==> src/rtl/uart_ctrl_if.sv <==
// Bus bundle between the UART controller, its config register, the shift engines and the MCU bus.
interface uart_ctrl_if;
  logic [7:0] conf;
  logic       tx_busy;
  logic       tx_done;
  logic       rx_done;
  logic [7:0] rx_data;
  logic       rx_read;
  logic       baud_tick;
  logic       tx_start;
  logic       loadTXactive;
  logic       loadTXdone;
  logic       loadRXdone;
  logic [7:0] rx_buf;
  logic       rx_valid;
  logic       rx_overrun;
  logic       tx_timeout;
  logic       irq;

  modport slave (
    input  conf, tx_busy, tx_done, rx_done, rx_data, rx_read,
    output baud_tick, tx_start, loadTXactive, loadTXdone, loadRXdone,
           rx_buf, rx_valid, rx_overrun, tx_timeout, irq
  );

  modport master (
    output conf, tx_busy, tx_done, rx_done, rx_data, rx_read,
    input  baud_tick, tx_start, loadTXactive, loadTXdone, loadRXdone,
           rx_buf, rx_valid, rx_overrun, tx_timeout, irq
  );
endinterface

==> src/rtl/uart_ctrl.sv <==
// UART sequencer: baud tick generation, TX launch/ack FSM with status strobes, one-entry RX buffer.
// state | meaning: IDLE wait start req | START pulse tx_start | WAIT_ACK await busy/done | ACTIVE await done | DONE strobe done | HOLD wait req clear
module uart_ctrl #(
  parameter int BASE_DIV    = 27,
  parameter int DIV_W       = 16,
  parameter int ACK_TIMEOUT = 255
) (
  input logic        clk,
  input logic        rst_n,
  uart_ctrl_if.slave bus
);
  localparam int ACK_W = $clog2(ACK_TIMEOUT + 1);

  localparam logic [2:0] S_IDLE   = 3'd0;
  localparam logic [2:0] S_START  = 3'd1;
  localparam logic [2:0] S_WAIT   = 3'd2;
  localparam logic [2:0] S_ACTIVE = 3'd3;
  localparam logic [2:0] S_DONE   = 3'd4;
  localparam logic [2:0] S_HOLD   = 3'd5;

  logic [DIV_W-1:0] div;
  logic [DIV_W-1:0] cnt_q, cnt_d;
  logic [2:0]       sel_q;
  logic             tick_q, tick_d;

  logic [2:0]       state_q, state_d;
  logic [ACK_W-1:0] ack_q, ack_d;
  logic             to_q, to_d;
  logic             to_this_q, to_this_d;
  logic             tx_start_q, txact_q, txdone_q;

  logic [7:0]       buf_q, buf_d;
  logic             valid_q, valid_d;
  logic             ovr_q, ovr_d;
  logic             rxload_q, rx_hit;
  logic             irq_q, irq_d;
  logic             conf_unused;

  assign conf_unused = ^bus.conf[7:5];
  assign div = DIV_W'(BASE_DIV) << bus.conf[2:0];

  // A baud-select change restarts the period and swallows that cycle's tick.
  always_comb begin
    cnt_d  = cnt_q + DIV_W'(1);
    tick_d = 1'b0;
    if (bus.conf[2:0] != sel_q) begin
      cnt_d = '0;
    end else if (cnt_q == div - DIV_W'(1)) begin
      cnt_d  = '0;
      tick_d = 1'b1;
    end
  end

  always_comb begin
    state_d   = state_q;
    ack_d     = ack_q;
    to_d      = to_q;
    to_this_d = to_this_q;
    case (state_q)
      S_IDLE:   if (bus.conf[4] && !bus.tx_busy) state_d = S_START;
      S_START: begin
        ack_d     = ACK_W'(ACK_TIMEOUT - 1);
        to_this_d = 1'b0;
        state_d   = S_WAIT;
      end
      S_WAIT: begin
        if (bus.tx_done) begin
          state_d = S_DONE;
        end else if (bus.tx_busy) begin
          state_d = S_ACTIVE;
        end else if (ack_q == '0) begin
          to_d      = 1'b1;
          to_this_d = 1'b1;
          state_d   = S_DONE;
        end else begin
          ack_d = ack_q - ACK_W'(1);
        end
      end
      S_ACTIVE: if (bus.tx_done) state_d = S_DONE;
      S_DONE: begin
        // A timeout from an earlier TX is only cleared by a later successful one.
        if (!to_this_q) to_d = 1'b0;
        state_d = S_HOLD;
      end
      S_HOLD:   if (!bus.conf[4]) state_d = S_IDLE;
      default:  state_d = S_IDLE;
    endcase
  end

  assign rx_hit = bus.rx_done & bus.conf[3];

  always_comb begin
    buf_d   = buf_q;
    valid_d = valid_q;
    ovr_d   = ovr_q;
    if (rx_hit) begin
      if (!valid_q || bus.rx_read) begin
        buf_d   = bus.rx_data;
        valid_d = 1'b1;
        if (bus.rx_read) ovr_d = 1'b0;
      end else begin
        ovr_d = 1'b1;
      end
    end else if (bus.rx_read) begin
      valid_d = 1'b0;
      ovr_d   = 1'b0;
    end
    irq_d = valid_d | ovr_d | (state_d == S_DONE) | (state_d == S_HOLD);
  end

  always_ff @(posedge clk or negedge rst_n) begin
    if (!rst_n) begin
      cnt_q      <= '0;
      sel_q      <= '0;
      tick_q     <= 1'b0;
      state_q    <= S_IDLE;
      ack_q      <= '0;
      to_q       <= 1'b0;
      to_this_q  <= 1'b0;
      tx_start_q <= 1'b0;
      txact_q    <= 1'b0;
      txdone_q   <= 1'b0;
      buf_q      <= '0;
      valid_q    <= 1'b0;
      ovr_q      <= 1'b0;
      rxload_q   <= 1'b0;
      irq_q      <= 1'b0;
    end else begin
      cnt_q      <= cnt_d;
      sel_q      <= bus.conf[2:0];
      tick_q     <= tick_d;
      state_q    <= state_d;
      ack_q      <= ack_d;
      to_q       <= to_d;
      to_this_q  <= to_this_d;
      tx_start_q <= (state_d == S_START);
      txact_q    <= (state_q == S_WAIT) && (state_d == S_ACTIVE);
      txdone_q   <= (state_d == S_DONE);
      buf_q      <= buf_d;
      valid_q    <= valid_d;
      ovr_q      <= ovr_d;
      rxload_q   <= rx_hit;
      irq_q      <= irq_d;
    end
  end

  assign bus.baud_tick    = tick_q;
  assign bus.tx_start     = tx_start_q;
  assign bus.loadTXactive = txact_q;
  assign bus.loadTXdone   = txdone_q;
  assign bus.loadRXdone   = rxload_q;
  assign bus.rx_buf       = buf_q;
  assign bus.rx_valid     = valid_q;
  assign bus.rx_overrun   = ovr_q;
  assign bus.tx_timeout   = to_q;
  assign bus.irq          = irq_q;
endmodule

==> src/flat_wrapper.sv <==
// flat-port wrapper written by rule: the top's interface ports become plain ports
module uart_ctrl_flat 
#(
  parameter int BASE_DIV    = 27,
  parameter int DIV_W       = 16,
  parameter int ACK_TIMEOUT = 255
)
  (clk, rst_n, bus_conf, bus_tx_busy, bus_tx_done, bus_rx_done, bus_rx_data, bus_rx_read, bus_baud_tick, bus_tx_start, bus_loadTXactive, bus_loadTXdone, bus_loadRXdone, bus_rx_buf, bus_rx_valid, bus_rx_overrun, bus_tx_timeout, bus_irq);
  uart_ctrl_if bus_i ();
  input logic clk;
  input logic rst_n;
  input wire logic [$bits(bus_i.conf)-1:0] bus_conf;
  input wire logic [$bits(bus_i.tx_busy)-1:0] bus_tx_busy;
  input wire logic [$bits(bus_i.tx_done)-1:0] bus_tx_done;
  input wire logic [$bits(bus_i.rx_done)-1:0] bus_rx_done;
  input wire logic [$bits(bus_i.rx_data)-1:0] bus_rx_data;
  input wire logic [$bits(bus_i.rx_read)-1:0] bus_rx_read;
  output wire logic [$bits(bus_i.baud_tick)-1:0] bus_baud_tick;
  output wire logic [$bits(bus_i.tx_start)-1:0] bus_tx_start;
  output wire logic [$bits(bus_i.loadTXactive)-1:0] bus_loadTXactive;
  output wire logic [$bits(bus_i.loadTXdone)-1:0] bus_loadTXdone;
  output wire logic [$bits(bus_i.loadRXdone)-1:0] bus_loadRXdone;
  output wire logic [$bits(bus_i.rx_buf)-1:0] bus_rx_buf;
  output wire logic [$bits(bus_i.rx_valid)-1:0] bus_rx_valid;
  output wire logic [$bits(bus_i.rx_overrun)-1:0] bus_rx_overrun;
  output wire logic [$bits(bus_i.tx_timeout)-1:0] bus_tx_timeout;
  output wire logic [$bits(bus_i.irq)-1:0] bus_irq;
  assign bus_i.conf = bus_conf;
  assign bus_i.tx_busy = bus_tx_busy;
  assign bus_i.tx_done = bus_tx_done;
  assign bus_i.rx_done = bus_rx_done;
  assign bus_i.rx_data = bus_rx_data;
  assign bus_i.rx_read = bus_rx_read;
  assign bus_baud_tick = bus_i.baud_tick;
  assign bus_tx_start = bus_i.tx_start;
  assign bus_loadTXactive = bus_i.loadTXactive;
  assign bus_loadTXdone = bus_i.loadTXdone;
  assign bus_loadRXdone = bus_i.loadRXdone;
  assign bus_rx_buf = bus_i.rx_buf;
  assign bus_rx_valid = bus_i.rx_valid;
  assign bus_rx_overrun = bus_i.rx_overrun;
  assign bus_tx_timeout = bus_i.tx_timeout;
  assign bus_irq = bus_i.irq;
  uart_ctrl #(.BASE_DIV(BASE_DIV), .DIV_W(DIV_W), .ACK_TIMEOUT(ACK_TIMEOUT)) u_core (.clk(clk), .rst_n(rst_n), .bus(bus_i));
endmodule
==> config.mk <==
export PLATFORM = sky130hd
export DESIGN_NAME = uart_ctrl_flat
export DESIGN_NICKNAME = d
export VERILOG_FILES = /design/src/rtl/uart_ctrl_if.sv /design/src/rtl/uart_ctrl.sv /design/src/flat_wrapper.sv
export SDC_FILE = /design/constraint.sdc
export NUM_CORES = 1
export LEC_CHECK = 0
export ABC_CLOCK_PERIOD_IN_PS = 2400
export BUFFER_PORTS_ARGS = -buffer_cell sky130_fd_sc_hd__buf_2
export CORE_MARGIN = 10
export CORE_UTILIZATION = 57
export CTS_CLUSTER_SIZE = 28
export DETAILED_ROUTE_END_ITERATION = 16
export GPL_TIMING_DRIVEN = 0
export PLACE_DENSITY = 0.91
export SYNTH_ARGS = -nofsm -noshare
export SYNTH_HDL_FRONTEND = slang
export SYNTH_SLANG_ARGS = --single-unit
==> constraint.sdc <==
create_clock -name clk -period 2.4 [get_ports clk]
set_input_delay 0.36 -clock clk [delete_from_list [all_inputs] [get_ports clk]]
set_output_delay 0.36 -clock clk [all_outputs]
set_load 0.02 [all_outputs]
# After elaboration in Yosys (flattened, before gate mapping)
# Index checks and enable logic that the tools add are counted.
# totals
reg_bits,48
latch_bits,0
ramBits,0
romBits,0
word_cells,79
n_memories,0
# classes
addsub,3
multipliers,0
div_mod_pow,0
n_lt_le_gt_ge,0
n_eq_ne,16
shift,1
muxes,27
n_bitwise,4
reduce_logical,13
# ops
op,n
$mux W16,2
$mux W8,3
$mux W3,6
$pmux W3 S6,1
$add A16 B1 Y16 const B,1
$eq A16 B16 Y1,1
$pmux W8 S2,1
$shl A5 B3 Y16 const A,1
$sub A16 B1 Y16 const B,1
$eq A3 B3 Y1 const B,4
$mux W1,12
$eq A3 B2 Y1 const B,3
$logic_not A8 Y1,1
$ne A2 B2 Y1 const B,4
$reduce_and A4 Y1,2
$sub A8 B1 Y8 const B,1
$eq A3 B1 Y1 const B,2
$reduce_and A5 Y1,1
$pmux W1 S2,2
$reduce_bool A2 Y1,2
$logic_not A3 Y1,1
$ne A3 B3 Y1,1
$or A1 B1 Y1,3
$logic_and A1 B1 Y1,2
5 further kinds,6

# Logic depth before layout (Yosys ltp)
# Gate-level depths: netlist of the first run.
# logic_depth
ltp_word,8
ltp_mapped,12
depth_no_buf,10

# Worst setup path before layout of the first run
# No wires, ideal clock.
# synth_path
kind,input -> register
startpoint,in bus_conf[0]
endpoint,reg u_core.cnt_q[10]
setup_ns,0.116
arrival_ns,2.138
required_ns,2.284
slack_ns,0.146
stages,11
n_path_buf,3
path_cell_list,buf_6 inv_1 ha_1 buf_2 nor4bb_1 a31oi_1 a2bb2oi_1 a2111oi_2 and4_4 buf_6 nor2_1
# synth_via
elab_chain_cells,5
elab_cells_between_ends,6
# synth_rtl
element,line_no,text
start: declaration,flat_wrapper.sv:12,input wire logic [$bits(bus_i.conf)-1:0] bus_conf;
$shl A5 B3 Y16,uart_ctrl.sv:40,assign div = DIV_W'(BASE_DIV) << bus.conf[2:0];
$sub A16 B1 Y16,uart_ctrl.sv:48,end else if (cnt_q == div - DIV_W'(1)) begin
$eq A16 B16 Y1,uart_ctrl.sv:48,
$mux W16,uart_ctrl.sv:48,
$mux W16 (*),uart_ctrl.sv:46,if (bus.conf[2:0] != sel_q) begin
net u_core.cnt_d[10],uart_ctrl.sv:22,"logic [DIV_W-1:0] cnt_q, cnt_d;"
end signal: assignment,uart_ctrl.sv:129,cnt_q <= cnt_d;
end: declaration,uart_ctrl.sv:22,
# The timed path passes the listed nets; every way through them passes the cells marked *.
# A chain may end at the register's enable or synchronous reset.

# Worst setup path after layout of the first run
# layout_path
startpoint,in bus_conf[1]
endpoint,reg u_core.cnt_q[10]
# The elaborated chain is that of the path after synthesis.

==> flow_metrics.tcl, run 1 <==
set metrics [dict create \
    design.core.area_um2 4410 \
    gp_congestion 0.890 \
    pwr-share-seq_pct 47.1 \
    slew_headroom_pct 31.6 \
    max_freq_mhz 427 \
    synthArstFlopShare_pct 100 \
    finalInstanceArea_um2 3060 \
    clockRootBuffer "clkbuf_8" \
    synth_edf_count 0 \
    ant_nets 0 \
    totalWireLength_mm 5.94 \
    diodes 0 \
    p_leak_nw 1.41 \
    netSwitchingFraction_pct 34.1 \
    worst-setup-path-type "in2reg" \
    clk_transition_reported_paths_ns 0.09 \
    fillers 334 \
    ys.flop_type "dfrtp_1" \
    critPathCaptureType "flop" \
    clockBufferDepth 2 \
    grtUsageTotal_pct 15.8 \
    drv_slew 0 \
    hpwl_mm 4.36 \
    rsz0062_at_grt "no" \
    die-area_um2 7750 \
    grt_pass1_wl_mm 10.1 \
    synth_fp_nets 304 \
    drv_cap 0 \
    tritoncts "yes" \
    syn_area_um2 2640 \
    drt-initial-drc-count 126 \
    fin_crit_sh_pct 97.6 \
    holdWs_ns 0.212 \
    grt_max_degree 49 \
    setup_viol 0 \
    required_ns 2.60 \
    fin_skew_ns 0.00658 \
    first_pass_iters 5 \
    synth_cell_types 51 \
    switchingPower_w 0.000702 \
    cts_inserted_buffers 5 \
    die_h_um 88.0 \
    yosysWarnings 0 \
    synth_top_area_share_pct 45.5 \
    dr_total_vias 2186 \
    critPathMaxFanout 9 \
    p_int_w 0.00136 \
    status "finished clean" \
    power.density_nw_per_um2 675 \
    ir_worst_vdd_v 0.000544 \
    die_x_um 88.0 \
    synth_top_area_cell "dfrtp_1" \
    antenna_found_initial 0 \
    clock_latency_ns 0.30 \
    cts_sinks 48 \
    ioPinCount 39 \
    rows 24 \
    fin_crit_ns 2.34 \
    synthTopCellsByArea "dfrtp_1, xor2_1, xnor2_1" \
    final-hold-violation-count 0 \
    drc 0 \
    pwr-share-comb_pct 27.8 \
    synth-seq-cells 48 \
    nets 351 \
    numPortBuffers 35 \
    htree_num_levels 2 \
    tightest_slew_ns 1.03 \
    syn-instance-count 275 \
    post_dp_cell_area_um2 2880 \
    setup_tns_ns 0 \
    wl_per_cell_um 15.8 \
    grt_overflow 0 \
    drive_gt1_share_pct 24.5 \
    holdPathStages 1 \
    hold_class "in2reg" \
    p_clk_share_pct 25.1 \
    syn_area_per_cell_um2 9.59 \
    start_util_pct 59.8 \
    seq_area_frac_synth_pct 45.5 \
    worstPathArrival_ns 2.54 \
    grt_pass1_vias 2239 \
    routed_via_density 5.83 \
    r2r_cells 8 \
    worst_setup_path_start_kind "input port" \
    syn2layout_area_growth_pct 15.8 \
]
metrics by stage:
step	util, %	setup WS [ns]	power (W)	instances
6_report	69.2	0.0570	0.00206	375
5_1_grt	69.2	0.0317	0.00219	375
4_1_cts	67.7	0.00929	0.00206	370
3_5_place_dp	65.2	-0.381	0.00154	362
3_3_place_gp	65.2	-0.202	0.00150	362
2_1_floorplan	-	0.146	0.00135	275
area by class of cell:
class / count / area [um2] / area share (%)
clock buffers: 6 / 82.6 / 2.70
plain buffers: 15 / 87.6 / 2.87
repair buffers: 40 / 221 / 7.25
inverters: 10 / 37.5 / 1.23
clock inverters: 2 / 17.5 / 0.573
multi-input cells: 202 / 1340 / 43.9
well taps: 52 / 65.1 / 2.13
flip-flops and latches: 48 / 1200 / 39.3
cells in the final DEF (no fill, tap or decap), types with 7 or more instances in the layout:
master    Yosys  layout
mux2_2        9       9
dfrtp_1      48      48
nand2_1      27      27
inv_1        10       8
xnor2_1      13      13
o21ai_0       8       8
xor2_1       15      15
clkbuf_1      7       7
nand3_1      10      10
nor2_1       29      29
nor3_1       10      10
a21oi_1       9       9
buf_2         5      37
registers in the layout, summed over array words and instances, names as in the netlist:
signal / flops
u_core.bus.rx_overrun: 1
u_core.bus.baud_tick: 1
u_core.bus.rx_buf: 8
u_core.sel_q: 3
u_core.cnt_q: 16
u_core.bus.loadRXdone: 1
u_core.ack_q: 8
u_core.state_q: 3
u_core.bus.rx_valid: 1
u_core.bus.loadTXactive: 1
u_core.to_this_q: 1
u_core.bus.tx_timeout: 1
u_core.bus.irq: 1
u_core.bus.tx_start: 1
u_core.bus.loadTXdone: 1
path summary, 6_finish.rpt:
| kind | start | endpoint | slack [ns] |
|---|---|---|---|
| worst max-delay path | bus_conf[1] | u_core.cnt_q[10] | 0.06 |
| worst min-delay path | bus_conf[0] | u_core.sel_q[0] | 0.21 |
| min in group asynchronous | rst_n | u_core.bus.tx_timeout | 0.23 |
| worst min register to register | u_core.bus.tx_timeout | u_core.bus.tx_timeout | 0.50 |
| worst max register to register | u_core.cnt_q[10] | u_core.cnt_q[10] | 0.32 |
| max in group asynchronous | rst_n | u_core.cnt_q[12] | 1.53 |
worst max-delay path: stages:
cell	delay, ns
clkbuf_4	0.15
inv_2	0.14
ha_4	0.22
buf_6	0.13
nor3b_2	0.19
mux2i_1	0.30
xor2_1	0.14
a2111oi_2	0.37
and4_4	0.36
buf_6	0.13
nor2_1	0.05
kinds of logic (layout without fill, tap and decap cells):
kind of cell	Yosys count	count (layout)	share of synthesized area, %
and+or+nand+nor	115	115	22.2
DFF	48	48	45.5
AOI/OAI and AO/OA	41	41	10.6
xor gates and xnor gates	28	28	9.30
buffers and inverters	25	73	4.51
muxes	11	11	4.60
adders and majority gates	7	7	3.32
power by group through the flow:
stage	sequential (W)	combinational, W	clock [W]
floorplan	0.00102	0.000330	0
global placement	0.000975	0.000526	0
detailed placement	0.000982	0.000561	0
CTS	0.000966	0.000563	0.000535
global route	0.000984	0.000642	0.000564
finish	0.000970	0.000573	0.000517
synth_stat cells, types with 2 or more instances:
library cell and count:
buf_6 2, nand2b_1 2, a21oi_1 9, a31o_2 2, a31oi_1 4, or2_2 2, inv_1 10, a21o_1 2
mux2i_1 2, and4_1 2, nand4_1 6, nor4_1 3, ha_1 7, dfrtp_1 48, nand3_1 10, a211oi_1 3
nand2_1 27, clkbuf_1 7, mux2_2 9, nor2b_1 6, buf_2 5, xnor2_1 13, xor2_1 15, and3_1 6
nor2_1 29, nor3_1 10, o21ai_0 8, and2_1 3
timing repair:
| action | CTS | global route |
|---|---|---|
| pin swaps | 0 | 4 |
| gates cloned | 0 | 1 |
| hold buffers | 0 | 0 |
| setup endpoints to repair | 10 | 16 |
| buffers inserted | 0 | 4 |
| resized for setup | 2 | 9 |
layer usage:
metal	part of all wire [%]	GRT usage (%)
met1	43	19.0
met2	49	25.8
met3	6.4	5.48
met4	1.4	5.28
met5	0	0
Note: power is estimated with default switching activity, not from simulation.
==> inputs of run 2 (changes only) <==
ABC_CLOCK_PERIOD_IN_PS = not set   (was 2400)
MAX_ROUTING_LAYER = met4   (was not set)
==> flow_metrics.tcl, run 2 (same netlist as run 1, synthesis figures left out) <==
set metrics [dict create \
    setup_viol 0 \
    seq_area_um2 1200 \
    critPathCaptureType "flop" \
    p_leak_nw 1.41 \
    tritoncts "yes" \
    fin_crit_sh_pct 96.8 \
    antenna_found_initial 0 \
    grt_pass1_vias 2243 \
    setup_tns_ns 0 \
    grt_max_degree 49 \
    final_common_cell "dfrtp_1" \
    die_h_um 88.0 \
    ctsHoldBuffers 0 \
    die_x_um 88.0 \
    max_freq_mhz 431 \
    fin_crit_ns 2.32 \
    routed_via_density 5.85 \
    ir_worst_vdd_v 0.000550 \
    clk_transition_reported_paths_ns 0.09 \
    holdWs_ns 0.210 \
    grt_pass1_wl_mm 10.1 \
    ant_nets 0 \
    dr_total_vias 2192 \
    netSwitchingFraction_pct 34.3 \
    clockRootBuffer "clkbuf_8" \
    p_clk_share_pct 25.3 \
    hpwl_mm 4.36 \
    htree_num_levels 2 \
    largest_reg_flops 16 \
    syn2layout_area_growth_pct 15.8 \
    worst_slack_ns 0.0774 \
    required_ns 2.60 \
    grt_overflow 0 \
    worstPathArrival_ns 2.52 \
    drt-initial-drc-count 150 \
    drc 0 \
    ioPinCount 39 \
    slew_headroom_pct 31.3 \
    die-area_um2 7750 \
    worst-setup-path-type "in2reg" \
    clockBufferDepth 2 \
    switchingPower_w 0.000711 \
    cts_sinks 48 \
    worst_setup_path_start_kind "input port" \
    top_register "u_core.cnt_q" \
    rows 24 \
    grtUsageTotal_pct 16.2 \
    multiInputGateArea_um2 1340 \
    diodes 0 \
    design.core.area_um2 4410 \
    totalWireLength_mm 6.00 \
    status "finished clean" \
    critPathMaxFanout 9 \
    gp_congestion 0.904 \
    clock_latency_ns 0.30 \
    pwr-share-comb_pct 27.8 \
    fin_skew_ns 0.00966 \
    drive_gt1_share_pct 24.5 \
    fillers 334 \
    pwr-share-seq_pct 46.9 \
    tightest_slew_ns 1.03 \
    numPortBuffers 35 \
    final-hold-violation-count 0 \
    power.density_nw_per_um2 677 \
    p_int_w 0.00136 \
    wl_per_cell_um 16.0 \
    nets 351 \
    hold_class "in2reg" \
    layout_common_cells "dfrtp_1, buf_2, nor2_1, nand2_1, xor2_1" \
    drv_slew 0 \
    rsz0062_at_grt "no" \
    start_util_pct 59.8 \
    first_pass_iters 4 \
    drv_cap 0 \
    post-place-ws_ns -0.381 \
    cts_inserted_buffers 5 \
]
-- run 2: cell counts in the layout (fill, tap and decap cells not counted) --
Identical to the previous run, type by type.
-- run 2: worst max-delay path, stage by stage --
cell and delay [ns]:
clkbuf_4 0.16, inv_2 0.15, ha_4 0.22, buf_6 0.13, nor3b_2 0.19, mux2i_1 0.28
xor2_1 0.13, a2111oi_2 0.36, and4_4 0.36, buf_6 0.13, nor2_1 0.05
-- run 2: area by class of cell --
class                   count  share of cell area (%)
repair buffers             40                    7.25
flip-flops and latches     48                    39.3
plain buffers              15                    2.87
clock buffers               6                    2.70
clock inverters             2                   0.573
well taps                  52                    2.13
multi-input cells         202                    43.9
inverters                  10                    1.23
-- run 2: final timing paths --
| check | from | end | slack (ns) | cells past startpoint |
|---|---|---|---|---|
| worst min-delay path | bus_conf[0] | u_core.sel_q[0] | 0.21 | 1 |
| min in group asynchronous | rst_n | u_core.bus.tx_timeout | 0.22 | 1 |
| worst max register to register | u_core.state_q[0] | u_core.ack_q[5] | 0.31 | 8 |
| max in group asynchronous | rst_n | u_core.cnt_q[12] | 1.53 | 1 |
| worst max-delay path | bus_conf[1] | u_core.cnt_q[10] | 0.08 | 11 |
| worst min register to register | u_core.bus.tx_timeout | u_core.bus.tx_timeout | 0.50 | 1 |
-- run 2: routing by layer --
layer / GRT usage [%] / up-vias / wire [um]
li1: - / 1038 / -
met1: 19.2 / 1053 / 2640
met2: 25.9 / 81 / 2860
met3: 4.83 / 20 / 374
met4: 5.28 / 0 / 123
met5: - / - / 0
-- run 2: power by group through the flow --
stage	logic, W	clock network (W)	registers [W]
5_1_grt	0.000643	0.000564	0.000984
6_report	0.000576	0.000524	0.000970
3_5_place_dp	0.000561	0	0.000982
2_1_floorplan	0.000330	0	0.00102
4_1_cts	0.000563	0.000535	0.000966
3_3_place_gp	0.000526	0	0.000975
-- run 2: repair_timing --
action	4_1_cts	5_1_grt
endpoints found under the setup margin	10	15
cloned	0	1
resized for setup	2	9
pin swaps	0	4
setup buffers	0	4
-- run 2: stage by stage --
| stage | power, W | instances | area (um2) | util [%] |
|---|---|---|---|---|
| 2_1_floorplan | 0.00135 | 275 | 2640 | - |
| 3_3_place_gp | 0.00150 | 362 | 2880 | 65.2 |
| 5_1_grt | 0.00219 | 375 | 3060 | 69.2 |
| 3_5_place_dp | 0.00154 | 362 | 2880 | 65.2 |
| 4_1_cts | 0.00206 | 370 | 2990 | 67.7 |
| 6_report | 0.00207 | 375 | 3060 | 69.2 |
==> inputs of run 3 (changes only) <==
RECOVER_POWER = 100   (was not set)
==> flow_metrics.tcl, run 3 (same netlist as run 1, synthesis figures left out) <==
set metrics [dict create \
    status "finished clean" \
    design.core.area_um2 4410 \
    clock_latency_ns 0.30 \
    ioPinCount 39 \
    clk_transition_reported_paths_ns 0.09 \
    p_leak_nw 1.36 \
    worstHoldStart "bus_conf[0]" \
    nets 351 \
    fin_util_pct 68.7 \
    top_register "u_core.cnt_q" \
    setup_viol 0 \
    htree_num_levels 2 \
    die-area_um2 7750 \
    totalWireLength_mm 5.97 \
    start_util_pct 59.8 \
    die_h_um 88.0 \
    ctsHoldBuffers 0 \
    slew_headroom_pct 23.5 \
    worst-setup-path-type "in2reg" \
    holdPathStages 1 \
    syn2layout_area_growth_pct 14.9 \
    finalInstanceArea_um2 3030 \
    fin_skew_ns 0.00817 \
    hpwl_mm 4.36 \
    critPathCaptureType "flop" \
    worst_setup_path_start_kind "input port" \
    grtUsageTotal_pct 16.2 \
    rows 24 \
    grt_overflow 0 \
    cp_top_family "simple AND/OR/NAND/NOR gates" \
    ant_nets 0 \
    grt_pass1_vias 2243 \
    drv_cap 0 \
    drive_gt1_share_pct 18.3 \
    drc 0 \
    die_x_um 88.0 \
    holdWs_ns 0.209 \
    critPathMaxFanout 9 \
    crit_chain "clkbuf_4, inv_2, ha_4, buf_6, nor3b_2, mux2i_1, xor2_1, a2111oi_2, and4_4, clkbuf_4, nor2_1" \
    r2r-start "u_core.state_q[0]" \
    slowest_stage "a2111oi_2" \
    gp_congestion 0.904 \
    hold_class "in2reg" \
    power.density_nw_per_um2 677 \
    rrSetupSlack_ns 0.23 \
    tritoncts "yes" \
    grt_max_degree 49 \
    tightest_slew_ns 1.15 \
    required_ns 2.60 \
    worst_slack_ns 0.0808 \
    hold_end "u_core.sel_q[0]" \
    max_freq_mhz 431 \
    numPortBuffers 35 \
    worstPathArrival_ns 2.52 \
    drt-initial-drc-count 159 \
    drv_slew 0 \
    fin_crit_ns 2.32 \
    critPathBufInv 4 \
    post-place-ws_ns -0.381 \
    dr_total_vias 2206 \
    ir_worst_vdd_v 0.000536 \
    clockBufferDepth 2 \
    clockRootBuffer "clkbuf_8" \
    largest_reg_flops 16 \
    fin_crit_sh_pct 96.6 \
    cts_inserted_buffers 5 \
    grt_pass1_wl_mm 10.1 \
    r2r-end "u_core.ack_q[5]" \
    routed_via_density 5.88 \
    rsz0062_at_grt "no" \
    wl_per_cell_um 15.9 \
    first_pass_iters 4 \
    cpMostUsedCell "clkbuf_4" \
    post_dp_cell_area_um2 2880 \
    cpPeakStageDelay_ns 0.36 \
    final-hold-violation-count 0 \
    r2r_cells 8 \
    antenna_found_initial 0 \
    cts_sinks 48 \
    layout_common_cells "dfrtp_1, nor2_1, nand2_1, clkbuf_1, buf_2" \
    diodes 0 \
    final_common_cell "dfrtp_1" \
]
-- run 3: per-stage QoR --
step	cells	total power (W)	setup TNS [ns]
after CTS	370	0.00206	0
after global placement	362	0.00150	-2.31
after floorplan	275	0.00135	0
after detailed placement	362	0.00154	-4.73
final	375	0.00205	0
after global routing	375	0.00218	0
-- run 3: routing by layer --
metal  GRT usage, %  vias up  part of all wire (%)
li1               -     1040                     -
met1           19.2     1065                    44
met2           25.9       85                    48
met3           4.83       16                   6.3
met4           5.28        0                   1.7
met5              -        -                     0
-- run 3: worst max path at each step --
stage / startpoint / end / slack, ns / depth (start not counted)
final: bus_conf[1] / u_core.cnt_q[2] / 0.08 / 11
after global routing: bus_conf[1] / u_core.cnt_q[6] / 0.03 / 11
after CTS: bus_conf[0] / u_core.cnt_q[6] / 0.009 / 12
after detailed placement: bus_conf[0] / u_core.cnt_q[10] / -0.38 / 12
after global placement: bus_conf[0] / u_core.cnt_q[3] / -0.20 / 12
after floorplan: bus_conf[0] / u_core.cnt_q[10] / 0.15 / 11
-- run 3: power by group --
part,internal (W),switching [W]
clock network,0.000241,0.000283
logic,0.000200,0.000357
registers,0.000901,0.0000707
-- run 3: cell type report --
| class | count | area (um2) |
|---|---|---|
| clock inverter | 2 | 17.5 |
| inverter | 10 | 37.5 |
| clock buffer | 6 | 82.6 |
| tap | 52 | 65.1 |
| sequential | 48 | 1200 |
| timing repair buffer | 40 | 199 |
| multi-input combinational | 202 | 1340 |
| fill | 347 | 1380 |
| buffer | 15 | 86.3 |
-- run 3: what timing repair did --
item,CTS,global route
resized for setup,2,9
pin swaps,0,4
setup endpoints to repair,10,15
setup buffers,0,4
cloned,0,1
